--- src/rtl/jarvis_pkg.sv ---
// Shared types for the memory arbiter.
// - arb_state_e : arbiter FSM state encoding (IDLE=0, BUSY_IF=1, BUSY_MA=2)
// - cnt_width   : bit width needed to count 0..limit (never less than 1)
package jarvis_pkg;

  typedef enum logic [1:0] {
    IDLE    = 2'd0,
    BUSY_IF = 2'd1,
    BUSY_MA = 2'd2
  } arb_state_e;

  function automatic int unsigned cnt_width(input int unsigned limit);
    return (limit < 1) ? 1 : $clog2(limit + 1);
  endfunction

endpackage

--- src/rtl/mem_arbiter_starve_counter.sv ---
// Saturating counter of consecutive memacc grants taken while fetch waits.
// Ports:
//   clk, rst_n : clock, async active-low reset
//   inc        : memacc granted while fetch was requesting
//   clr        : fetch granted, or fetch not requesting
//   sat        : counter has reached LIMIT (fetch must win next)
module starve_counter
  import jarvis_pkg::*;
#(
  parameter int unsigned LIMIT = 4
) (
  input  logic clk,
  input  logic rst_n,
  input  logic inc,
  input  logic clr,
  output logic sat
);

  localparam int unsigned W = cnt_width(LIMIT);

  logic [W-1:0] cnt_q, cnt_d;

  assign sat = (cnt_q == W'(LIMIT));

  // Clear wins over increment; the count holds once saturated.
  always_comb begin
    cnt_d = cnt_q;
    if (clr)              cnt_d = '0;
    else if (inc && !sat) cnt_d = cnt_q + 1'b1;
  end

  always_ff @(posedge clk or negedge rst_n) begin
    if (!rst_n) cnt_q <= '0;
    else        cnt_q <= cnt_d;
  end

endmodule

--- src/rtl/mem_arbiter.sv ---
// Two-requester memory arbiter: instruction fetch (if_*) and memory access
// (ma_*) share one memory port with at most one transaction outstanding.
// Memacc wins ties unless fetch has been passed over STARVE_LIMIT times.
// Ports:
//   clk, rst_n                         : clock, async active-low reset
//   if_req/if_addr -> if_gnt/if_rvalid/if_rdata      : fetch side
//   ma_req/ma_we/ma_addr/ma_wdata -> ma_gnt/...      : memacc side
//   mem_req/mem_we/mem_addr/mem_wdata, mem_ready,
//   mem_rvalid/mem_rdata               : memory side
//   stall_if, stall_ma                 : pipeline hold for each requester
module mem_arbiter
  import jarvis_pkg::*;
#(
  parameter int unsigned STARVE_LIMIT = 4,
  parameter int unsigned AW           = 32
) (
  input  logic          clk,
  input  logic          rst_n,
  // fetch side
  input  logic          if_req,
  input  logic [AW-1:0] if_addr,
  output logic          if_gnt,
  output logic          if_rvalid,
  output logic [31:0]   if_rdata,
  // memacc side
  input  logic          ma_req,
  input  logic          ma_we,
  input  logic [AW-1:0] ma_addr,
  input  logic [31:0]   ma_wdata,
  output logic          ma_gnt,
  output logic          ma_rvalid,
  output logic [31:0]   ma_rdata,
  // memory side
  output logic          mem_req,
  output logic          mem_we,
  output logic [AW-1:0] mem_addr,
  output logic [31:0]   mem_wdata,
  input  logic          mem_ready,
  input  logic          mem_rvalid,
  input  logic [31:0]   mem_rdata,
  // stage holds
  output logic          stall_if,
  output logic          stall_ma
);

  arb_state_e state_q, state_d;
  logic       sat;
  logic       sel_if;

  starve_counter #(.LIMIT(STARVE_LIMIT)) u_starve (
    .clk   (clk),
    .rst_n (rst_n),
    .inc   (ma_gnt && if_req),
    .clr   (if_gnt || !if_req),
    .sat   (sat)
  );

  // All outputs are gated by rst_n so the requester-driven combinational
  // paths (mem_req, stalls) read 0 while reset is held.
  always_comb begin
    state_d   = state_q;
    sel_if    = if_req && (!ma_req || sat);
    mem_req   = 1'b0;
    mem_we    = 1'b0;
    mem_addr  = '0;
    mem_wdata = '0;
    if_gnt    = 1'b0;
    ma_gnt    = 1'b0;
    if_rvalid = 1'b0;
    ma_rvalid = 1'b0;
    if_rdata  = '0;
    ma_rdata  = '0;
    if (rst_n) begin
      unique case (state_q)
        IDLE: begin
          // Requests are presented combinationally; nothing is captured,
          // the requester holds its inputs until rvalid.
          mem_req = if_req || ma_req;
          if (sel_if) begin
            mem_addr = if_addr;
          end else if (ma_req) begin
            mem_addr  = ma_addr;
            mem_we    = ma_we;
            mem_wdata = ma_wdata;
          end
          if (mem_req && mem_ready) begin
            if_gnt  = sel_if;
            ma_gnt  = !sel_if;
            state_d = sel_if ? BUSY_IF : BUSY_MA;
          end
        end
        BUSY_IF: if (mem_rvalid) begin
          if_rvalid = 1'b1;
          if_rdata  = mem_rdata;
          state_d   = IDLE;
        end
        BUSY_MA: if (mem_rvalid) begin
          ma_rvalid = 1'b1;
          ma_rdata  = mem_rdata;
          state_d   = IDLE;
        end
        default: state_d = IDLE;
      endcase
    end
  end

  assign stall_if = rst_n && if_req && !if_rvalid;
  assign stall_ma = rst_n && ma_req && !ma_rvalid;

  always_ff @(posedge clk or negedge rst_n) begin
    if (!rst_n) state_q <= IDLE;
    else        state_q <= state_d;
  end

endmodule

--- config.mk ---
export PLATFORM = sky130hd
export DESIGN_NAME = mem_arbiter
export DESIGN_NICKNAME = d
export VERILOG_FILES = /design/src/rtl/jarvis_pkg.sv /design/src/rtl/mem_arbiter_starve_counter.sv /design/src/rtl/mem_arbiter.sv
export SDC_FILE = /design/constraint.sdc
export NUM_CORES = 1
export LEC_CHECK = 0
export ABC_AREA = 1
export CORE_AREA = 2 2 105 107
export CTS_BUF_LIST = sky130_fd_sc_hd__clkbuf_2
export DETAILED_ROUTE_END_ITERATION = 6
export DIE_AREA = 0 0 107 109
export PLACE_DENSITY_LB_ADDON = 0.08
export REMOVE_ABC_BUFFERS = 1
export SETUP_SLACK_MARGIN = 0.1
export SLEW_MARGIN = 20
export SYNTH_ARGS = -nofsm -noshare
export SYNTH_HDL_FRONTEND = slang
export SYNTH_HIERARCHICAL = 1
export SYNTH_SLANG_ARGS = --single-unit
--- constraint.sdc ---
create_clock -name clk -period 3 [get_ports clk]
set_input_delay 0.3 -clock clk [delete_from_list [all_inputs] [get_ports clk]]
set_output_delay 0.3 -clock clk [all_outputs]
set_load 0.01 [all_outputs]
* Word-level counts from Yosys, hierarchy flattened
Index checks and enable logic that the tools add are counted.
Word-level totals: register bits 5, latch bits 0, RAM bits 0, bits in read-only memories 0, bits of input ports 135, output and inout port bits 136, memories 0
Cells by class: add/sub/neg operators 1, multiply operators 0, divide/modulo/power cells 0, magnitude comparators 0, equal/unequal tests 5, shift operators 0, multiplexer cells 36, bitwise operators 0, reductions and logical operators 21
Operators by type and width (count):
- $mux 32 | 13
- $mux 1 | 17
- $logic_and 1x1->1 | 8
- $logic_not 1->1 | 6
- $mux 2 | 3
- $mux 3 | 2
- $pmux 2 s2 | 1
- $add 3x1->3 const B | 1
- $eq 3x3->1 const B | 1
- $logic_or 1x1->1 | 3
- $reduce_and 3->1 | 1
- $eq 2x1->1 const B | 1
- $eq 2x2->1 const B | 1
- $logic_not 2->1 | 1
- $ne 2x1->1 const B | 1
- $ne 2x2->1 const B | 1
- $reduce_bool 2->1 | 1
- $reduce_or 2->1 | 1

* Depth between registers and ports, before layout
Gate-level depths: netlist of the first run.
depth in word-level cells 11, mapped depth 14, mapped depth without buffers 14

* Cells and area by module
Netlist of the first run, hierarchy kept.
Modules (own cells, without submodules):
- mem_arbiter | times used 1, cells an instance 404, area each 1826.8 sq um, seq. area each 50.0 sq um
- starve_counter | times used 1, cells an instance 25, area each 185.2 sq um, seq. area each 75.1 sq um

* Worst setup path before layout of the first run
OpenSTA, ideal clock, no wires.
path kind register -> register, start point register u_starve.cnt_q[0], end point register u_starve.cnt_q[2], setup time 117 ps, data arrival time 1614 ps, data required time 2883 ps, setup slack 1270 ps, stages on the path, launching flop included 15, buffers on the path 0, cells stage by stage dfrtp_1 -> inv_1 -> ha_1 -> nand2_2 -> inv_1 -> inv_1 -> nand2_4 -> nand2_4 -> nand2_2 -> nor3_1 -> nand2_1 -> inv_1 -> nand2_1 -> nand2_1 -> nor2_1
Between the ends: cells in the longest elaborated chain, start to end 10
Ends and longest elaborated chain:
- start: declaration | RTL line mem_arbiter_starve_counter.sv:21 | logic [W-1:0] cnt_q, cnt_d;
- start signal: assignment | RTL line mem_arbiter_starve_counter.sv:34 | else cnt_q <= cnt_d;
- $eq 3x3->1 * | RTL line mem_arbiter_starve_counter.sv:23 | assign sat = (cnt_q == W'(LIMIT));
- via sat | RTL line mem_arbiter.sv:47 | logic sat;
- $logic_or 1x1->1 | RTL line mem_arbiter.sv:62 | sel_if = if_req && (!ma_req || sat);
- $logic_and 1x1->1 | RTL line mem_arbiter.sv:62
- $logic_not 1->1 | RTL line mem_arbiter.sv:88 | ma_gnt = !sel_if;
- $mux 1 | RTL line mem_arbiter.sv:86 | if (mem_req && mem_ready) begin
- $mux 1 | RTL line mem_arbiter.sv:74 | unique case (state_q)
- $mux 1 | RTL line mem_arbiter.sv:73 | if (rst_n) begin
- $logic_and 1x1->1 | RTL line mem_arbiter.sv:53 | .inc (ma_gnt && if_req),
- $logic_and 1x1->1 | RTL line mem_arbiter_starve_counter.sv:29 | else if (inc && !sat) cnt_d = cnt_q + 1'b1;
- $reduce_bool 2->1 (no source line)
Mark *: on every way through the listed nets, which the timed path passes. The rest lies on a longest branch. The select of a mux whose other input is x is not followed. A chain may end at the register's enable or synchronous reset.

* Worst setup path in the final report of the first run
start point register u_starve.cnt_q[0], end point output port mem_wdata[13]
Between the ends: cells in the longest elaborated chain, start to end 6
Ends and longest elaborated chain:
- $eq 3x3->1 | RTL line mem_arbiter_starve_counter.sv:23
- via sat | RTL line mem_arbiter.sv:47
- $logic_or 1x1->1 | RTL line mem_arbiter.sv:62
- $logic_and 1x1->1 | RTL line mem_arbiter.sv:62
- $mux 32 | RTL line mem_arbiter.sv:79 | if (sel_if) begin
- $mux 32 | RTL line mem_arbiter.sv:74
- $mux 32 | RTL line mem_arbiter.sv:73
- end: declaration | RTL line mem_arbiter.sv:37 | output logic [31:0] mem_wdata,
The timed path passes the listed nets, and every way through them passes these cells.

==> qor_table.md, run 1 <==
| Group | Parameter | This run |
|:---|:---|:---|
| run status | Outcome | finished clean |
| route | Total via count in the routed design | 3,594 |
| grt | Number of global-route vias before repair | 3,360 |
| job | # Max-Cap Violations | 0 |
| grt | Overall routing resource usage | 0.191 |
| logic synthesis | Synthesis-stage register bit count | 5 |
| timing | Setup Skew | 5.63 ps |
| timing | Clock period minus worst slack | 2730 ps |
| floorplan | Die area | 0.0117 mm² |
| clock tree | Hold-fix buffer count after cts | 0 |
| worst setup path | Crit path max fanout | 35 |
| grt | First-pass GRT wire length | 17,700 µm |
| final layout | Area taken by flip-flops and latches | 125 µm² |
| grt | Antenna violations before repair | 0 |
| floorplan | Die Span X | 107 µm |
| final layout | Area growth from synthesis to final layout | 142% |
| final layout | Antenna cell count | 0 |
| logic synthesis | Total of warnings raised by yosys | 6 |
| worst setup path | Crit end category | primary output |
| place | Post-placement cell count | 812 |
| floorplan | Top-level port count | 271 |
| logic synthesis | Post-Synthesis Cells | 429 |
| floorplan | Floorplan Core Area | 0.0106 mm² |
| final layout | Final std cells w/o fill | 816 |
| logic synthesis | Average footprint of a synthesized cell | 4.69 µm² |
| route | Initial drt markers | 176 |
| timing | Total negative setup slack | 0 ps |
| route | DRC violations left | 0 |
| logic synthesis | Post-Syn Area | 0.00201 mm² |
| route | Antenna viol nets, final | 0 |
| worst setup path | Worst Setup Path Type | register to primary output |
| min path | Type of the worst min-delay path | primary input to async pin |
| route | Post-DR wirelength/cell | 15.1 µm |
| pwr | Leakage component of the power | 0.00221 µW |
| timing | Final worst-path cycle share | 0.909 |
| route | Highest metal layer used by the detailed router | met4 |
| clock tree | TritonCTS clock tree | built |
| floorplan | Rows | 38 |
| clock tree | Clock sink total | 5 |
| timing | Slew of the pin with the lowest slew margin | 553 ps |
| final layout | Nets@finish | 817 |
| pwr | Total power consumption of the routed design | 1430 µW |
| route | Total detailed-routing wirelength | 12,300 µm |
| pwr | Power density of the placed cells | 293 mW/mm² |
| place | Port Buf Inserts | 270 |
| timing | Number of slew-limit violations in the final report | 0 |
| logic synthesis | Post-synthesis cell type count | 21 |
| clock tree | Maximum clock insertion buffer count | 2 |
| final layout | Layout fillers | 1,112 |
| timing | Unrepaired setup endpoints after global routing | yes |
| place | Post-DP HPWL | 9840 µm |
| clock tree | Clock network latency to the later pin of the worst-skew pair | 210 ps |
| timing | Maximum clock frequency | 367 MHz |
| route | Vias/cell | 4.40 |
| pwr | Maximum vdd ir drop | 0.254 mV |
| final layout | Share of final-layout standard cells stronger than drive strength 1 | 0.0325 |
| place | Final Wtd Congestion | 0.837 |
| route | 1st-pass router iterations | 5 |
| worst setup path | Kind of launch point of the worst setup path | register |
| worst setup path | Register-to-register setup slack | 570 ps |
| worst setup path | R2R Path Start | u_starve/cnt_q[0] |
| timing | Normalized max-slew margin | 0.631 |
| clock tree | H-Tree Level Count | 1 |
| grt | Maximum number of pins on one net before global-route repair | 51 |
| route | Sum of met2 wire segment lengths after detailed routing | 6610 µm |
| grt | Sum of overflow across all layers after global routing | 0 |
| clock tree | Clock Root Buffer | sky130_fd_sc_hd__clkbuf_2 |
| clock tree | Clock transition at the registers of the reported paths | 60 ps |
| clock tree | Inserted Clock Buffers | 3 |
| worst setup path | Worst reg2reg path depth | 14 |
| floorplan | Initial cell density of the core | 0.190 |
| final layout | Multi-input gate area in the final layout | 0.00141 mm² |
| route | Total routed wire length on the met1 layer | 4500 µm |
| timing | Final Hold Viols | 0 |
| worst setup path | Worst setup endpoint | mem_wdata[13] |
| timing | Final setup violating endpoints | 0 |
| floorplan | DIE HEIGHT | 109 µm |
| route | Routed length on met3 | 927 µm |
| worst setup path | Startpoint of the worst setup timing path | u_starve/cnt_q[0] |
| logic synthesis | Sequential-to-total area share from yosys stat | 0.0622 |
| worst setup path | Worst r2r dst | u_starve/cnt_q[2] |
| worst setup path | Required time at the endpoint of the critical path | 2700 ps |
| worst setup path | Data arrival time of the critical path | 2430 ps |
==> cell type report <==
cell class,instances,area share
repair buffers,280,0.581
multi-input cells,305,0.290
inverters,82,0.0632
well taps,140,0.0360
flip-flops and latches,5,0.0257
clock buffers,4,0.00411
==> synthesized netlist by cell type (all sizes together) <==
cell type,instances,share of area
nand2,85,0.17
inv,81,0.15
clkbuf,7,0.013
dfrtp,5,0.062
buf,30,0.078
o21ai,2,0.0050
a21oi,33,0.082
nor2,105,0.20
nand4,35,0.11
ha,5,0.031
clkinv,1,0.0019
nor3,2,0.0050
nor3b,1,0.0037
nand3,37,0.092
==> kinds of logic after synthesis <==
group / synth area share
AO/OA/AOI/OAI: 0.0871
adder cells (fa/ha/maj): 0.0311
buffers and inverters: 0.244
AND/OR/NAND/NOR: 0.575
flip-flops: 0.0622
==> layer usage <==
| metal | vias up | track usage |
|---|---|---|
| met5 | - | 0 |
| met4 | 0 | 0.0482 |
| met3 | 18 | 0.0424 |
| met2 | 173 | 0.389 |
| met1 | 1586 | 0.194 |
| li1 | 1817 | - |
==> registers in the layout, indices dropped and copies added (netlist names) <==
name	cells
state_q	2
u_starve/cnt_q	3
==> report_power, final <==
group,total [µW],switching (µW),internal [µW]
clock network,61.0,25.7,35.3
registers,89.9,9.55,80.4
logic,1280,673,604
==> how the worst min path moves through the flow <==
stage / from / to / slack, ps / cells past startpoint
floorplan: rst_n / state_q[0] / 4 / 0
global placement: state_q[1] / state_q[1] / 490 / 2
detailed placement: state_q[1] / state_q[1] / 490 / 2
CTS: rst_n / state_q[1] / 310 / 1
global route: rst_n / state_q[1] / 310 / 1
finish: rst_n / state_q[1] / 320 / 1
==> stage by stage <==
| step | instance area (µm²) | hold slack, ps | util | setup WS [ps] |
|---|---|---|---|---|
| 2_1_floorplan | 1830 | 4.41 | - | -151 |
| 3_3_place_gp | 4820 | 492 | 0.455 | 290 |
| 3_5_place_dp | 4820 | 488 | 0.455 | 207 |
| 4_1_cts | 4850 | 312 | 0.457 | 141 |
| 5_1_grt | 4870 | 309 | 0.459 | 91.8 |
| 6_report | 4870 | 317 | 0.459 | 274 |
==> worst max-delay path, stage by stage (launching register included) <==
cell                              delay [ps]
sky130_fd_sc_hd__dfrtp_1                 360
sky130_fd_sc_hd__inv_1                    70
sky130_fd_sc_hd__ha_1                    220
sky130_fd_sc_hd__nand2_2                 100
sky130_fd_sc_hd__inv_1                    50
sky130_fd_sc_hd__inv_1                   140
sky130_fd_sc_hd__nand2_4                 100
sky130_fd_sc_hd__nand2_8                 150
sky130_fd_sc_hd__nand2_4                 250
sky130_fd_sc_hd__nor2_1                  200
sky130_fd_sc_hd__clkdlybuf4s50_1         550
==> cell usage in the layout, fill, tap and decap left out <==
master,count
sky130_fd_sc_hd__a21oi_1,33
sky130_fd_sc_hd__buf_12,3
sky130_fd_sc_hd__buf_4,5
sky130_fd_sc_hd__buf_6,2
sky130_fd_sc_hd__clkbuf_2,4
sky130_fd_sc_hd__clkdlybuf4s50_1,268
sky130_fd_sc_hd__clkinv_1,1
sky130_fd_sc_hd__dfrtp_1,5
sky130_fd_sc_hd__dlymetal6s2s_1,2
sky130_fd_sc_hd__ha_1,4
sky130_fd_sc_hd__ha_2,1
sky130_fd_sc_hd__inv_1,79
sky130_fd_sc_hd__inv_2,2
sky130_fd_sc_hd__nand2_1,81
sky130_fd_sc_hd__nand2_2,1
sky130_fd_sc_hd__nand2_4,2
sky130_fd_sc_hd__nand2_8,1
sky130_fd_sc_hd__nand3_1,37
sky130_fd_sc_hd__nand4_1,35
sky130_fd_sc_hd__nor2_1,104
sky130_fd_sc_hd__nor2_2,1
sky130_fd_sc_hd__nor3_1,2
sky130_fd_sc_hd__nor3b_1,1
sky130_fd_sc_hd__o21ai_0,1
sky130_fd_sc_hd__o21ai_1,1
==> repair_timing <==
item,CTS,global route
setup buffers,0,0
cloned,0,0
gates resized for setup,1,5
endpoints found under the hold margin,0,0
pin swaps,0,0
endpoints found under the setup margin,34,49
Note: power is estimated with default switching activity, not from simulation.
==> run 2, diff against run 1 <==
--- a/config.mk
+++ b/config.mk
@@ -10,6 +10,7 @@
 export CTS_BUF_LIST = sky130_fd_sc_hd__clkbuf_2
 export DETAILED_ROUTE_END_ITERATION = 6
 export DIE_AREA = 0 0 107 109
+export GPL_TIMING_DRIVEN = 0
 export PLACE_DENSITY_LB_ADDON = 0.08
 export REMOVE_ABC_BUFFERS = 1
 export SETUP_SLACK_MARGIN = 0.1
==> qor_table.md, run 2 (same netlist as run 1, synthesis figures left out) <==
| Group | Parameter | This run |
|:---|:---|:---|
| run status | Outcome | finished clean |
| final layout | Final std cells w/o fill | 813 |
| place | Port Buf Inserts | 270 |
| floorplan | Rows | 38 |
| clock tree | Inserted Clock Buffers | 3 |
| timing | Total negative setup slack | 0 ps |
| route | Routed length on met3 | 893 µm |
| final layout | Register containing the most flip-flops in the final layout | u_starve/cnt_q |
| place | Post-placement cell count | 802 |
| clock tree | TritonCTS clock tree | built |
| worst setup path | Kind of launch point of the worst setup path | register |
| place | Final Wtd Congestion | 0.839 |
| final layout | Biggest regs | u_starve/cnt_q: 3 flops, state_q: 2 flops |
| final layout | Area growth from synthesis to final layout | 143% |
| final layout | Nets@finish | 814 |
| route | Sum of met2 wire segment lengths after detailed routing | 6170 µm |
| timing | Normalized max-slew margin | 0.371 |
| worst setup path | Startpoint of the worst setup timing path | u_starve/cnt_q[0] |
| clock tree | Clock Root Buffer | sky130_fd_sc_hd__clkbuf_2 |
| pwr | Maximum vdd ir drop | 0.387 mV |
| timing | Clock period minus worst slack | 2710 ps |
| route | Initial drt markers | 189 |
| worst setup path | Data arrival time of the critical path | 2410 ps |
| final layout | Most common cell after layout, fill and taps aside | sky130_fd_sc_hd__clkdlybuf4s50_1 |
| min path | Type of the worst min-delay path | primary input to async pin |
| route | Antenna viol nets, final | 0 |
| pwr | Power density of the placed cells | 291 mW/mm² |
| route | Total detailed-routing wirelength | 12,000 µm |
| worst setup path | R2R Path Start | state_q[0] |
| timing | Final Hold Viols | 0 |
| clock tree | Maximum clock insertion buffer count | 2 |
| worst setup path | Series of cell instances along the critical path | inv_1 -> ha_1 -> nand2_2 -> inv_1 -> inv_2 -> nand2_8 -> nand2_8 -> buf_12 -> nand3_1 -> a21oi_1 -> clkdlybuf4s50_1 |
| clock tree | Clock sink total | 5 |
| clock tree | Hold-fix buffer count after cts | 0 |
| place | Placed standard-cell area | 0.00471 mm² |
| final layout | Antenna cell count | 0 |
| worst setup path | Worst reg2reg path depth | 9 |
| grt | Number of global-route vias before repair | 3,309 |
| final layout | Share of final-layout standard cells stronger than drive strength 1 | 0.0371 |
| route | Highest metal layer used by the detailed router | met4 |
| worst setup path | Register-to-register setup slack | 620 ps |
| clock tree | Clock network latency to the later pin of the worst-skew pair | 220 ps |
| worst setup path | Crit end category | primary output |
| job | # Max-Cap Violations | 0 |
| final layout | Commonest cells after routing, fill and taps aside | 251 x sky130_fd_sc_hd__clkdlybuf4s50_1, 103 x sky130_fd_sc_hd__nor2_1, 81 x sky130_fd_sc_hd__nand2_1 |
| worst setup path | Worst Setup Path Type | register to primary output |
| route | Total via count in the routed design | 3,594 |
| grt | First-pass GRT wire length | 17,300 µm |
| final layout | Final standard cell area without fillers | 0.00490 mm² |
| timing | Setup Skew | 5.85 ps |
| grt | Maximum number of pins on one net before global-route repair | 70 |
| timing | Number of slew-limit violations in the final report | 0 |
| worst setup path | Worst r2r dst | u_starve/cnt_q[2] |
| floorplan | DIE HEIGHT | 109 µm |
| floorplan | Top-level port count | 271 |
| timing | Unrepaired setup endpoints after global routing | yes |
| route | 1st-pass router iterations | 4 |
| pwr | Leakage component of the power | 0.00243 µW |
| timing | Maximum clock frequency | 369 MHz |
| worst setup path | Slowest cell on the critical path | sky130_fd_sc_hd__clkdlybuf4s50_1 |
| worst setup path | Crit path max fanout | 16 |
| route | Post-DR wirelength/cell | 14.8 µm |
| timing | Final setup violating endpoints | 0 |
| clock tree | H-Tree Level Count | 1 |
| timing | Final worst-path cycle share | 0.904 |
| timing | Slew of the pin with the lowest slew margin | 943 ps |
| floorplan | Initial cell density of the core | 0.190 |
| clock tree | Clock transition at the registers of the reported paths | 60 ps |
| place | Post-DP HPWL | 8990 µm |
| worst setup path | Required time at the endpoint of the critical path | 2700 ps |
| grt | Overall routing resource usage | 0.183 |
| grt | Antenna violations before repair | 0 |
| floorplan | Die area | 0.0117 mm² |
| route | Total routed wire length on the met1 layer | 4660 µm |
| route | DRC violations left | 0 |
| floorplan | Die Span X | 107 µm |
| grt | Sum of overflow across all layers after global routing | 0 |
| route | Vias/cell | 4.42 |
| worst setup path | Delay of the slowest critical-path stage | 580 ps |
| final layout | Flip-flop count of the largest register after layout | 3 |
| floorplan | Floorplan Core Area | 0.0106 mm² |
| final layout | Layout fillers | 1,136 |
-- run 2: layout make-up --
cell class                      count  area (µm²)  share of cell area
Clock buffer                        4        20.0             0.00409
Inverter                           82         312              0.0636
Multi-Input combinational cell    307        1490               0.303
Sequential cell                     5         125              0.0255
Tap cell                          140         175              0.0358
Timing Repair Buffer              275        2780               0.568
-- run 2: layer usage --
metal,vias to the layer above,GRT usage
met5,-,0
met4,0,0.0464
met3,20,0.0395
met2,165,0.351
met1,1600,0.204
li1,1809,-
-- run 2: worst max path at each step --
stage / slack, ps / to / depth (start not counted)
after global routing: 90 / ma_gnt / 5
after CTS: 110 / mem_wdata[1] / 10
final: 290 / mem_addr[12] / 11
after global placement: -1600 / mem_wdata[1] / 6
after floorplan: -150 / u_starve/cnt_q[2] / 9
after detailed placement: -430 / mem_wdata[1] / 6
-- run 2: report_power, final --
part           internal (µW)  switching [µW]
combinational            585             687
clock                   35.3            27.2
sequential              80.3            11.5
-- run 2: worst max-delay path, delay by kind of cell (launching register included) --
kind	cells	cell delay [ps]
compound gates	1	160
fa+ha+maj	1	220
buf+inv	5	1000
flops	1	380
simple gates	4	440
-- run 2: timing repair --
item                       4_1_cts  5_1_grt
cloned                           1        1
setup endpoints to repair      104       66
setup buffers                    1        4
pin swaps                        1        0
resized for setup                7       20
-- run 2: stage by stage --
stage	power [µW]	hold slack [ps]	util	setup WS, ps
finish	1430	157	0.462	288
global route	1550	157	0.462	87.1
CTS	1430	146	0.452	106
detailed placement	1340	504	0.445	-426
global placement	1300	493	0.444	-1600
floorplan	644	4.41	-	-151
==> run 3, diff against run 2 <==
--- a/config.mk
+++ b/config.mk
@@ -8,6 +8,7 @@
 export ABC_AREA = 1
 export CORE_AREA = 2 2 105 107
 export CTS_BUF_LIST = sky130_fd_sc_hd__clkbuf_2
+export CTS_CLUSTER_DIAMETER = 50
 export DETAILED_ROUTE_END_ITERATION = 6
 export DIE_AREA = 0 0 107 109
 export GPL_TIMING_DRIVEN = 0
==> results of run 3 <==
No change in the layout: final DEF, timing and power equal those of run 2.
